**config.mk**
```make
export PLATFORM = sky130hd
export DESIGN_NAME = prim_rr_onehot_arb
export DESIGN_NICKNAME = d
export VERILOG_FILES = /design/src/rtl/prim_rr_onehot_arb.sv
export SDC_FILE = /design/constraint.sdc
export NUM_CORES = 1
export LEC_CHECK = 0
export BUFFER_PORTS_ARGS = -buffer_cell sky130_fd_sc_hd__buf_4
export CAP_MARGIN = 20
export CORE_MARGIN = 4
export CORE_UTILIZATION = 34
export DETAILED_ROUTE_END_ITERATION = 8
export GPL_TIMING_DRIVEN = 0
export PLACE_DENSITY = 0.62
export SETUP_SLACK_MARGIN = 0.15
export SLEW_MARGIN = 20
export SYNTH_ARGS = -nofsm -noshare
export SYNTH_HDL_FRONTEND = slang
export SYNTH_SLANG_ARGS = --single-unit
```
**constraint.sdc**
```tcl
create_clock -name clk_i -period 1.66 [get_ports clk_i]
set_input_delay 0.166 -clock clk_i [delete_from_list [all_inputs] [get_ports clk_i]]
set_output_delay 0.166 -clock clk_i [all_outputs]
set_load 0.01 [all_outputs]
```
**src/rtl/prim_rr_onehot_arb.sv**
```systemverilog
// prim_rr_onehot_arb: round-robin arbiter with a registered one-hot grant that
//   stays locked until the consumer accepts it.
// Latency: the grant appears one cycle after the request. Handshake cycles
//   re-arbitrate at the same edge, so back-to-back grants have no bubble.
// Backpressure: while ready_i is low the grant, index and valid stay frozen,
//   whatever req_i does.
//
// Ports:
//   clk_i    sole clock, rising edge
//   rst_ni   asynchronous active-low reset
//   req_i    [N]    per-requester level request
//   gnt_o    [N]    registered one-hot grant
//   idx_o    [IdxW] registered binary index of the granted requester
//   valid_o         grant valid (equals |gnt_o)
//   ready_i         consumer accepts the current grant
//   err_o           sticky integrity error
//
// Optional macro PRIM_RR_ARB_ERR_CHK_EN adds the integrity checker behind
// err_o. Without it, err_o is tied low.
module prim_rr_onehot_arb #(
  parameter int N    = 4,
  parameter int IdxW = $clog2(N)
) (
  input  logic            clk_i,
  input  logic            rst_ni,
  input  logic [N-1:0]    req_i,
  output logic [N-1:0]    gnt_o,
  output logic [IdxW-1:0] idx_o,
  output logic            valid_o,
  input  logic            ready_i,
  output logic            err_o
);

  typedef enum logic {
    Idle = 1'b0,
    Hold = 1'b1
  } state_e;

  localparam logic [N-1:0]    OneN   = {{(N-1){1'b0}}, 1'b1};
  localparam logic [IdxW-1:0] LastIx = IdxW'(N - 1);

  state_e          state_q;
  logic [N-1:0]    gnt_q;
  logic [IdxW-1:0] idx_q;
  logic [IdxW-1:0] ptr_q;
  logic            valid_q;

  logic            hs;
  logic [IdxW-1:0] ptr_inc;
  logic [IdxW-1:0] base_ptr;
  logic            gnt_vld_d;
  logic [IdxW-1:0] idx_d;
  logic [N-1:0]    gnt_d;

  assign hs      = valid_q & ready_i;
  assign ptr_inc = (idx_q == LastIx) ? '0 : idx_q + IdxW'(1);

  // On a handshake the search must already start after the grant being
  // retired, otherwise the new grant would be computed from the stale pointer.
  assign base_ptr = hs ? ptr_inc : ptr_q;

  // First set request at base_ptr, base_ptr+1, ... wrapping at N.
  always_comb begin
    int j;
    j         = 0;
    gnt_vld_d = 1'b0;
    idx_d     = '0;
    for (int k = 0; k < N; k++) begin
      j = int'(base_ptr) + k;
      if (j >= N) j = j - N;
      if (!gnt_vld_d && req_i[j]) begin
        gnt_vld_d = 1'b1;
        idx_d     = IdxW'(j);
      end
    end
  end

  assign gnt_d = gnt_vld_d ? (OneN << idx_d) : '0;

  always_ff @(posedge clk_i or negedge rst_ni) begin
    if (!rst_ni) begin
      state_q <= Idle;
      ptr_q   <= '0;
      gnt_q   <= '0;
      idx_q   <= '0;
      valid_q <= 1'b0;
    end else begin
      case (state_q)
        Idle: begin
          if (gnt_vld_d) begin
            state_q <= Hold;
            gnt_q   <= gnt_d;
            idx_q   <= idx_d;
            valid_q <= 1'b1;
          end
        end
        Hold: begin
          if (ready_i) begin
            ptr_q <= ptr_inc;
            if (gnt_vld_d) begin
              gnt_q   <= gnt_d;
              idx_q   <= idx_d;
              valid_q <= 1'b1;
            end else begin
              state_q <= Idle;
              gnt_q   <= '0;
              idx_q   <= '0;
              valid_q <= 1'b0;
            end
          end
        end
        default: begin
          state_q <= Idle;
          gnt_q   <= '0;
          idx_q   <= '0;
          valid_q <= 1'b0;
        end
      endcase
    end
  end

  assign gnt_o   = gnt_q;
  assign idx_o   = idx_q;
  assign valid_o = valid_q;

`ifdef PRIM_RR_ARB_ERR_CHK_EN
  logic err_q;
  logic bad;

  // state_q and valid_q are deliberately redundant so that a flipped bit in
  // either one shows up as a disagreement.
  assign bad = ((gnt_q & (gnt_q - OneN)) != '0)
             | (valid_q != (|gnt_q))
             | (gnt_q[idx_q] != valid_q)
             | ((state_q == Hold) != valid_q);

  always_ff @(posedge clk_i or negedge rst_ni) begin
    if (!rst_ni) begin
      err_q <= 1'b0;
    end else begin
      err_q <= err_q | bad;
    end
  end

  assign err_o = err_q;
`else
  assign err_o = 1'b0;
`endif

endmodule

```
==> results_dict.tcl <==
set metrics [dict create \
    layout.cells.non_filler 119 \
    drt-initial-drc-count 22 \
    cts_buffers 3 \
    drive_above_1_share 0.330 \
    p_leak_uw 0.000381 \
    start_kind "register" \
    max_stage_delay_ns 0.45 \
    worstSkewPairLatency_ns 0.27 \
    die-area_mm2 0.00268 \
    path_clk_slew_ns 0.07 \
    ioPinCount 15 \
    status "finished with violations" \
    seq_area_frac_synth 0.384 \
    hold_ws_ns 0.187 \
    fp-row-count 15 \
    report.final.slew_viol_count 0 \
    critPathMaxFanout 4 \
    cp.required_ns 1.80 \
    violations "setup timing" \
    drt-total-wl_mm 1.66 \
    syn2layout_area_growth_pct 35.7 \
    grt_use_total 0.134 \
    placed_area_um2 796 \
    syn_inst 74 \
    crit_chain "ha_4 > nand4bb_4 > a221o_1 > a21bo_1 > o211ai_1 > o21ai_1" \
    grt_first_pass_wirelength_mm 2.64 \
    ys_warn_count 0 \
    postRouteAntennaNets 0 \
    postLayoutCoreUtil 0.501 \
    antennaDiodeCount 0 \
    clockBufferDepth 2 \
    viasPerCell 5.37 \
    synth_area_per_cell_um2 8.81 \
    ir_drop_uv 654 \
    layout_setup_ws_ns -0.0954 \
    antenna_found_initial 0 \
    grt_pass1_vias 599 \
    gp_congestion 0.777 \
    ys_ff_latch 10 \
    placed_cells 110 \
    die_x_um 51.8 \
    overflow 0 \
    critical_path_class "register to register" \
    finalSetupViolCount 4 \
    cts-root-buf "clkbuf_4" \
    place_hpwl_mm 1.20 \
    syn_area_um2 652 \
    syn_nets 82 \
    finClkSkew_ns 0.00937 \
    min_period_ns 1.76 \
    drv_cap 0 \
    cts_sinks 10 \
    htree_levels 1 \
    via_count 639 \
    nets 103 \
    yosysUniqueCellTypes 33 \
    fin_crit_sh 1.06 \
    cp.arrival_ns 1.90 \
    power_density_mw_per_mm2 1210 \
    hold_viol_final 0 \
    rsz0062_at_grt "yes" \
    cts_tree "built" \
    coreArea_mm2 0.00176 \
    endpoint_kind "register" \
    postLayoutCellArea_um2 885 \
    min_path_type "primary input to register" \
    die_y_um 51.8 \
    fmax_ghz 0.570 \
    grt_max_degree 11 \
    start_util 0.370 \
    cp_slowest_cell "dfrtp_2" \
    drc 0 \
    io_buffers 11 \
    routedWlPerCell_um 14.0 \
    firstDrtPassIters 4 \
]
layout make-up:
class | instances | area (µm²)
buffer | 4 | 26.3
clock buffer | 4 | 26.3
fill | 177 | 880
inverter | 1 | 3.75
multi-input combinational | 59 | 422
sequential | 10 | 253
tap | 25 | 31.3
timing repair buffer | 16 | 123
through the flow:
step / setup TNS (ns) / worst slack (ns) / total power (µW)
finish: -0.224 / -0.0954 / 1070
global route: -0.498 / -0.137 / 1140
CTS: -0.199 / -0.0629 / 1060
detailed placement: -0.291 / -0.106 / 820
global placement: -0.191 / -0.0827 / 810
floorplan: 0 / 0.0278 / 672
cell families after synthesis:
kind of cell,count (synthesis),share of synthesized area
flops,10,0.384
fa+ha+maj,1,0.0192
mux,2,0.0345
simple gates,26,0.200
compound gates,29,0.311
other cells,1,0.00575
buf+inv,5,0.0461
registers in the layout (all words and copies together) (netlist names):
signal / flops
gnt_o: 4
idx_o: 2
ptr_q: 2
state_q: 1
valid_o: 1
worst max-delay path: cells and delay by family (launching register included):
kind	cells	cell delay, ns
AO/OA/AOI/OAI	4	0.82
adder cells (fa/ha/maj)	1	0.17
flip-flops	1	0.45
AND/OR/NAND/NOR	1	0.21
metal layers:
metal	vias to the layer above	share of wire	track usage	wire length [µm]
met5	-	0	0	0
met3	4	0.043	0.0201	72
met2	21	0.49	0.214	808
li1	312	-	-	-
met4	0	0.018	0.0786	30
met1	302	0.45	0.169	752
final timing paths:
| path | from | end | slack [ns] | depth (start not counted) |
|---|---|---|---|---|
| min in group asynchronous | rst_ni | gnt_o[2]$_DFFE_PN0P_ | 0.26 | 2 |
| max in group asynchronous | rst_ni | valid_o$_DFFE_PN0P_ | 1.23 | 2 |
| hold / removal | req_i[0] | state_q$_DFF_PN0_ | 0.19 | 3 |
| setup reg to reg | idx_o[0]$_DFFE_PN0P_ | idx_o[1]$_DFFE_PN0P_ | -0.1 | 6 |
| setup / recovery | idx_o[0]$_DFFE_PN0P_ | idx_o[1]$_DFFE_PN0P_ | -0.1 | 6 |
| hold reg to reg | gnt_o[3]$_DFFE_PN0P_ | gnt_o[3]$_DFFE_PN0P_ | 0.50 | 2 |
synth_stat cells:
cell       instances  share of area
nand4bb_2          1          0.025
a21boi_1           1          0.012
nor2_1             4          0.023
nand2_1           12          0.069
o21ai_0            4          0.031
mux2_2             2          0.035
conb_1             1         0.0058
buf_6              1          0.017
and2_1             1         0.0096
ha_1               1          0.019
o211a_1            1          0.015
o21ai_1            5          0.038
nand3_1            2          0.015
o211ai_1           1          0.012
a221o_1            2          0.031
nor4_1             1         0.0096
a2bb2oi_1          1          0.013
a21bo_1            3          0.046
or4_1              1          0.012
o2bb2ai_1          1          0.013
nor3_1             1         0.0077
a32o_1             1          0.015
a22o_1             1          0.013
buf_4              1          0.012
a21oi_1            6          0.046
nand2b_1           1         0.0096
o21ai_2            1          0.013
inv_1              1         0.0058
clkbuf_1           2          0.012
nand4_1            1         0.0096
nor2b_1            1         0.0096
o21bai_1           1          0.012
dfrtp_1           10           0.38
cells in the final DEF (no fill, tap or decap), drive strengths merged, types with 2 or more instances in the layout:
cell	count
buf	17
clkbuf	6
mux2	2
a21oi	6
dfrtp	10
nand2	12
nand3	2
a221o	2
o21ai	10
nor2	4
a21bo	3
repair_timing:
action / 4_1_cts / 5_1_grt
buffers inserted: 4 / 0
hold buffers: 1 / 0
resized for setup: 3 / 3
setup endpoints to repair: 5 / 6
pin swaps: 4 / 2
endpoints found under the hold margin: 10 / 0
gates cloned: 0 / 0
power breakdown:
| part | internal, µW | total (µW) | switching, µW | leakage (µW) |
|---|---|---|---|---|
| Clock | 92.7 | 173 | 80.6 | 0.0000150 |
| Sequential | 309 | 366 | 57.7 | 0.000117 |
| Combinational | 280 | 529 | 248 | 0.000249 |
| Total | 682 | 1070 | 386 | 0.000381 |
Note: power is estimated with default switching activity, not from simulation.
